**src/rtl/cla_pipe_adder.sv**
```systemverilog
// Two-level carry-lookahead adder/subtractor with a 2-stage valid/ready pipeline.
// Stage 1 captures bit propagate/generate plus per-group lookahead terms;
// stage 2 resolves group carries, in-group carries and the registered result.
module cla_pipe_adder #(
    parameter int WIDTH = 32,
    parameter int GROUP = 4
) (
    input  logic             clk,
    input  logic             rst_n,
    input  logic             in_valid,
    output logic             in_ready,
    input  logic [WIDTH-1:0] a,
    input  logic [WIDTH-1:0] b,
    input  logic             ci,
    input  logic             sub,
    output logic             out_valid,
    input  logic             out_ready,
    output logic [WIDTH-1:0] s,
    output logic             co,
    output logic             ovf,
    output logic             gg,
    output logic             pg
);

    localparam int NG = WIDTH / GROUP;
    localparam int IW = $clog2(WIDTH);

    // Lookahead carry out of bits [base +: len] given carry-in cin:
    // cin & P[all] | OR_j ( g[j] & P[j+1..top] ). len=0 returns cin.
    function automatic logic la_carry(input logic [WIDTH-1:0] gv,
                                      input logic [WIDTH-1:0] pv,
                                      input logic             cin,
                                      input int               base,
                                      input int               len);
        logic carry;
        logic term;
        carry = cin;
        for (int j = 0; j < len; j++) begin
            carry = carry & pv[IW'(base + j)];
        end
        for (int j = 0; j < len; j++) begin
            term = gv[IW'(base + j)];
            for (int m = j + 1; m < len; m++) begin
                term = term & pv[IW'(base + m)];
            end
            carry = carry | term;
        end
        return carry;
    endfunction

    // AND of the propagate bits [base +: len].
    function automatic logic la_prop(input logic [WIDTH-1:0] pv,
                                     input int               base,
                                     input int               len);
        logic prop;
        prop = 1'b1;
        for (int j = 0; j < len; j++) begin
            prop = prop & pv[IW'(base + j)];
        end
        return prop;
    endfunction

    // Stage 1 combinational terms
    logic [WIDTH-1:0] b_eff_s;
    logic [WIDTH-1:0] p_s;
    logic [WIDTH-1:0] g_s;
    logic             c0_s;
    logic [WIDTH-1:0] gg_grp_s;   // only [NG-1:0] used, upper bits stay 0
    logic [WIDTH-1:0] pg_grp_s;
    logic             pg_word_s;

    // Stage 1 registers
    logic             v1_q, v1_d;
    logic [WIDTH-1:0] p_q;
    logic [WIDTH-1:0] g_q;
    logic             c0_q;
    logic [WIDTH-1:0] gg_grp_q;
    logic [WIDTH-1:0] pg_grp_q;
    logic             pg_word_q;

    // Stage 2 combinational terms
    logic [WIDTH-1:0] grp_c_s;    // C[k] for k < NG
    logic [WIDTH-1:0] bit_c_s;    // carry into each bit
    logic [WIDTH-1:0] sum_s;
    logic             co_s;
    logic             ovf_s;
    logic             gg_word_s;

    // Stage 2 (output) registers
    logic             out_valid_q, out_valid_d;
    logic [WIDTH-1:0] s_q;
    logic             co_q;
    logic             ovf_q;
    logic             gg_q;
    logic             pg_q;

    // Handshake
    logic             load1_s;
    logic             load2_s;

    // Operand conditioning, bit p/g and first-level group lookahead
    always_comb begin
        b_eff_s   = sub ? ~b : b;
        p_s       = a ^ b_eff_s;
        g_s       = a & b_eff_s;
        c0_s      = sub ? 1'b1 : ci;
        gg_grp_s  = '0;
        pg_grp_s  = '0;
        for (int k = 0; k < NG; k++) begin
            gg_grp_s[IW'(k)] = la_carry(g_s, p_s, 1'b0, k * GROUP, GROUP);
            pg_grp_s[IW'(k)] = la_prop(p_s, k * GROUP, GROUP);
        end
        pg_word_s = la_prop(p_s, 0, WIDTH);
    end

    // Second-level lookahead over groups, then in-group carries and sum
    always_comb begin
        grp_c_s = '0;
        bit_c_s = '0;
        for (int k = 0; k < NG; k++) begin
            grp_c_s[IW'(k)] = la_carry(gg_grp_q, pg_grp_q, c0_q, 0, k);
        end
        co_s      = la_carry(gg_grp_q, pg_grp_q, c0_q, 0, NG);
        gg_word_s = la_carry(gg_grp_q, pg_grp_q, 1'b0, 0, NG);
        for (int k = 0; k < NG; k++) begin
            for (int j = 0; j < GROUP; j++) begin
                bit_c_s[IW'(k * GROUP + j)] =
                    la_carry(g_q, p_q, grp_c_s[IW'(k)], k * GROUP, j);
            end
        end
        sum_s = p_q ^ bit_c_s;
        ovf_s = bit_c_s[WIDTH-1] ^ co_s;
    end

    // Pipeline flow control: a stage loads when empty or when it drains downstream
    always_comb begin
        load2_s     = ~out_valid_q | out_ready;
        load1_s     = ~v1_q | load2_s;
        v1_d        = v1_q;
        out_valid_d = out_valid_q;
        if (load1_s) begin
            v1_d = in_valid;
        end else begin
            v1_d = v1_q;
        end
        if (load2_s) begin
            out_valid_d = v1_q;
        end else begin
            out_valid_d = out_valid_q;
        end
    end

    assign in_ready = load1_s;

    // Stage 1 register: captures operand-derived terms on input transfer
    always_ff @(posedge clk or negedge rst_n) begin
        if (!rst_n) begin
            v1_q      <= 1'b0;
            p_q       <= '0;
            g_q       <= '0;
            c0_q      <= 1'b0;
            gg_grp_q  <= '0;
            pg_grp_q  <= '0;
            pg_word_q <= 1'b0;
        end else begin
            v1_q <= v1_d;
            if (load1_s && in_valid) begin
                p_q       <= p_s;
                g_q       <= g_s;
                c0_q      <= c0_s;
                gg_grp_q  <= gg_grp_s;
                pg_grp_q  <= pg_grp_s;
                pg_word_q <= pg_word_s;
            end
        end
    end

    // Stage 2 register: result held stable while the consumer stalls
    always_ff @(posedge clk or negedge rst_n) begin
        if (!rst_n) begin
            out_valid_q <= 1'b0;
            s_q         <= '0;
            co_q        <= 1'b0;
            ovf_q       <= 1'b0;
            gg_q        <= 1'b0;
            pg_q        <= 1'b0;
        end else begin
            out_valid_q <= out_valid_d;
            if (load2_s && v1_q) begin
                s_q   <= sum_s;
                co_q  <= co_s;
                ovf_q <= ovf_s;
                gg_q  <= gg_word_s;
                pg_q  <= pg_word_q;
            end
        end
    end

    assign out_valid = out_valid_q;
    assign s         = s_q;
    assign co        = co_q;
    assign ovf       = ovf_q;
    assign gg        = gg_q;
    assign pg        = pg_q;

endmodule

```
**config.mk**
```make
export PLATFORM = sky130hd
export DESIGN_NAME = cla_pipe_adder
export DESIGN_NICKNAME = d
export VERILOG_FILES = /design/src/rtl/cla_pipe_adder.sv
export SDC_FILE = /design/constraint.sdc
export NUM_CORES = 1
export LEC_CHECK = 0
export CAP_MARGIN = 40
export CORE_MARGIN = 1.5
export CORE_UTILIZATION = 55
export CTS_BUF_LIST = sky130_fd_sc_hd__clkbuf_4
export CTS_CLUSTER_SIZE = 12
export DETAILED_ROUTE_END_ITERATION = 12
export GPL_TIMING_DRIVEN = 1
export PLACE_DENSITY = 0.87
export SETUP_SLACK_MARGIN = 0.4
export SLEW_MARGIN = 15
export SYNTH_ARGS = -nofsm -noshare
export SYNTH_HDL_FRONTEND = slang
export SYNTH_SLANG_ARGS = --single-unit
```
**constraint.sdc**
```tcl
create_clock -name clk -period 3.73 [get_ports clk]
set_clock_uncertainty 0.05 [all_clocks]
set_input_delay 0.9325 -clock clk [delete_from_list [all_inputs] [get_ports clk]]
set_output_delay 0.9325 -clock clk [all_outputs]
set_load 0.1 [all_outputs]
```
-- Word level (Yosys, flattened, before mapping)
Index checks and enable logic that the tools add are counted.
Widths: inputs -> output; s select.
- multiplexer cells: 2
- bitwise logic cells: 104
- reductions and logical operators: 2
- operators by type and width (cell ; number):
    $and 1x1->1 ; 57
    $or 1x1->1 ; 41
    $mux 32 ; 1
    $not 32->32 ; 1
    $xor 32x16->32 ; 1
    $xor 32x32->32 ; 1
    $and 15x15->15 ; 1
    $logic_and 1x1->1 ; 2
    $not 1->1 ; 2
    $mux 1 ; 1
- register bits: 88
- input port bits: 70
- output and inout bits: 38
- word-level logic and storage cells: 116

-- Depth between registers and ports, before layout
- word-level depth: 13
- depth in mapped cells: 8
- gate-level depth less buffers: 7

-- Worst setup path before layout
OpenSTA, ideal clock, no wires.
- kind: flip-flop to flip-flop
- start: register out_valid_q, in the netlist out_valid
- end: register p_q[10]
- setup time: 125 ps
- data arrival time: 2545 ps
- required time: 3555 ps
- slack: 1011 ps
- stages on the path, launching flop included: 5
- path buffers: 1
- clock period less this slack: 2719 ps
- path through: dfrtp_1 nand3b_2 nand2_4 buf_6 mux2_2
- word-level cells in the longest chain between the ends: 4
- ends and longest elaborated chain (what ; line ; RTL):
    start: declaration ; 90 ; logic out_valid_q, out_valid_d;
    start signal: assignment ; 188 ; out_valid_q <= out_valid_d;
    $not 1->1 ; 137 ; load2_s = ~out_valid_q | out_ready;
    $or 1x1->1 ; 137 ;
    $or 1x1->1 ; 138 ; load1_s = ~v1_q | load2_s;
    net in_ready ; 11 ; output logic in_ready,
    $logic_and 1x1->1 ; 167 ; if (load1_s && in_valid) begin
    end signal: assignment ; 168 ; p_q <= p_s;
    end: declaration ; 74 ; logic [WIDTH-1:0] p_q;
The timed path passes the listed nets, and every way through them passes these cells.
A chain may end at the register's enable or synchronous reset.

-- Final worst setup path
- start: input out_ready
- end: output in_ready
- word-level cells in the longest chain between the ends: 2
- ends and longest elaborated chain (what ; line ; RTL):
    start: declaration ; 17 ; input logic out_ready,
    $or 1x1->1 ; 137 ;
    $or 1x1->1 ; 138 ;
    end: declaration ; 11 ;
Every way passes these cells.

==> impl_metrics.env <==
export IMPL_reg2reg_slack_ns=1.77
export IMPL_pwr_share_comb_pct=54.8
export IMPL_yosys_warnings=0
export IMPL_r2r_end="s[14]"
export IMPL_p_per_area_nw_per_um2=729
export IMPL_synth_seq_cells=85
export IMPL_setup_worst_path_end_class="output port"
export IMPL_gp_congestion=0.812
export IMPL_core_area_um2=7810
export IMPL_track_usage_pct=23.8
export IMPL_fmax_mhz=339
export IMPL_report_final_slew_viol_count=0
export IMPL_p_seq_share_pct=30.4
export IMPL_critPathMaxStageDelay_ns=0.47
export IMPL_root_buffer="clkbuf_4"
export IMPL_ant_nets=0
export IMPL_drtPass1Iterations=4
export IMPL_rows=32
export IMPL_switching_share_pct=43.5
export IMPL_final_area_um2=6100
export IMPL_min_path_type="in -> async"
export IMPL_outcome="finished, final reports clean"
export IMPL_ir_drop_mv=0.571
export IMPL_fp_dieW_um=93.1
export IMPL_crit_fanout=5
export IMPL_overflow=0
export IMPL_insertion_delay_ns=0.43
export IMPL_clk_pin_slew_ns=0.13
export IMPL_reg2reg_from="c0_q"
export IMPL_rsz0062_at_grt="false"
export IMPL_layout_commonest_cell="clkdlybuf4s50_1"
export IMPL_place_area_um2=5920
export IMPL_cts_resized_gates=0
export IMPL_final_util_pct=78.2
export IMPL_grt_pass1_vias=3296
export IMPL_total_power_mw=4.45
export IMPL_ff2ff_path_depth=7
export IMPL_final_hold_viol_count=0
export IMPL_post_route_drc_count=0
export IMPL_cts_hold_buffers=0
export IMPL_synth_area_um2=4460
export IMPL_synthCells=330
export IMPL_worstPathRequired_ns=2.75
export IMPL_critPathSlowestCell="clkdlybuf4s50_1"
export IMPL_route_vias_total=3033
export IMPL_drt_total_wl_mm=9.41
export IMPL_cts_tree="built"
export IMPL_clkPwrFrac_pct=14.8
export IMPL_hpwl_mm=6.95
export IMPL_layout_common_cells="clkdlybuf4s50_1 (96), dfrtp_1 (85), mux2_4 (41)"
export IMPL_fin_crit_sh_pct=79.1
export IMPL_final_nets=548
export IMPL_worstMarginPinSlew_ns=0.808
export IMPL_period_needed_ns=2.95
export IMPL_fin_setup_tns_ns=0
export IMPL_p_leak_nw=2.73
export IMPL_grt_pass1_wl_mm=15.7
export IMPL_critPathArrivalTime_ns=1.97
export IMPL_cts_made_buffers=9
export IMPL_startpoint_type="input port"
export IMPL_slew_headroom_pct=46.1
export IMPL_avgRoutedWirePerCell_um=16.6
export IMPL_antenna_found_initial=0
export IMPL_yosysUniqueCellTypes=33
export IMPL_postCtsSetupRepairBufs=0
export IMPL_via_per_inst=5.36
export IMPL_dieArea_um2=8660
export IMPL_diodes=0
export IMPL_layout_drive_gt1_share_pct=26.9
export IMPL_yosysSeqAreaShare_pct=47.7
export IMPL_area_growth_pct=36.8
export IMPL_cp_cell_sequence="clkdlybuf4s50_1, nand3b_2, buf_12"
export IMPL_internal_power_mw=2.51
export IMPL_avgSynthCellArea_um2=13.5
export IMPL_boundaryPins=108
export IMPL_hold_ws_ns=0.445
export IMPL_finalSetupViolCount=0
export IMPL_drtIter0Drc=80
export IMPL_portBuffers=103
export IMPL_worstSetupPathType="in -> out"
export IMPL_clk_path_buf_depth=2
export IMPL_switchingPower_mw=1.94
export IMPL_clkSinkCount=85
export IMPL_htreeDepth=3
export IMPL_drv_cap=0
export IMPL_die_h_um=93.1
export IMPL_grt_max_degree=51
export IMPL_initial_core_util_pct=57.1
==> routing by layer <==
layer  global-route usage [%]  wire [µm]  share of wire (%)
met5                        0          0                  0
met4                     7.95        136                1.4
met3                     4.31        318                3.4
met2                     43.2       5060                 54
met1                     28.3       3900                 41
==> how the worst max path moves through the flow <==
| stage | start | endpoint | cells after the start |
|---|---|---|---|
| after floorplan | out_valid | p_q[10] | 4 |
| after global placement | out_ready | p_q[11] | 4 |
| after detailed placement | out_ready | p_q[9] | 4 |
| after CTS | out_ready | in_ready | 3 |
| after global routing | out_ready | in_ready | 3 |
| final | out_ready | in_ready | 3 |
==> registers in the layout, indices dropped and copies added, names as in the netlist <==
register / flops
g_q: 12
s: 32
c0_q: 1
pg_grp_q: 3
gg_grp_q: 3
out_valid: 1
p_q: 32
v1_q: 1
==> logic make-up after synthesis <==
| family | Yosys count | synth area share, % |
|---|---|---|
| DFF | 85 | 47.7 |
| muxes | 70 | 21.0 |
| AOI/OAI and AO/OA | 58 | 8.27 |
| xor gates and xnor gates | 49 | 9.62 |
| and+or+nand+nor | 25 | 3.87 |
| buffers and inverters | 23 | 4.12 |
| adders and majority gates | 19 | 5.33 |
| other | 1 | 0.0840 |
==> synth_stat cells <==
library cell   n  area, µm²
buf_12         1       20.0
nor2_1         1       3.75
ha_1          19        238
xnor2_1       34        298
mux2_2        26        293
o21ai_0       15       75.1
nand4_1        3       18.8
and3b_1        4       35.0
or2b_1         1       7.51
mux2i_1        3       30.0
nand2_4        1       11.3
nand2b_4       1       13.8
or2_2          1       6.26
a21oi_1       11       55.1
clkbuf_1       2       7.51
a21o_1         3       22.5
xor2_1        15        131
buf_2          2       10.0
conb_1         1       3.75
inv_1          4       15.0
dfrtp_1       85       2130
buf_4          7       52.6
o21a_1         8       60.1
nor2b_4        1       13.8
o211ai_1       4       30.0
a21boi_0       4       30.0
a31oi_1        1       6.26
o31ai_1       12       90.1
nand2_1        3       11.3
nor3_1         8       40.0
nand3b_2       1       11.3
buf_6          7       78.8
mux2_4        41        616
==> per-stage QoR <==
stage	instances	worst slack [ns]
floorplan	333	1.01
global placement	520	0.786
detailed placement	550	0.710
global route	566	0.754
CTS	566	0.773
finish	566	0.779
==> layout make-up <==
class / instances / area [µm²]
timing repair buffer: 134 / 1490
clock inverter: 6 / 111
multi-input combinational: 225 / 2160
tap: 102 / 128
inverter: 4 / 15.0
clock buffer: 10 / 75.1
sequential: 85 / 2130
fill: 480 / 1700
==> power by group through the flow <==
stage / clock, mW / combinational [mW] / sequential [mW]
after floorplan: 0 / 0.589 / 2.30
after global placement: 0 / 1.99 / 1.35
after detailed placement: 0 / 2.45 / 1.36
after CTS: 0.668 / 2.45 / 1.35
after global routing: 0.716 / 2.54 / 1.38
final: 0.660 / 2.44 / 1.35
==> worst max-delay path, delay by kind of cell <==
family / cells / cell delay, ns
buffers and inverters: 2 / 0.69
and+or+nand+nor: 1 / 0.34
No activity file was read; power rests on OpenSTA's default activity.
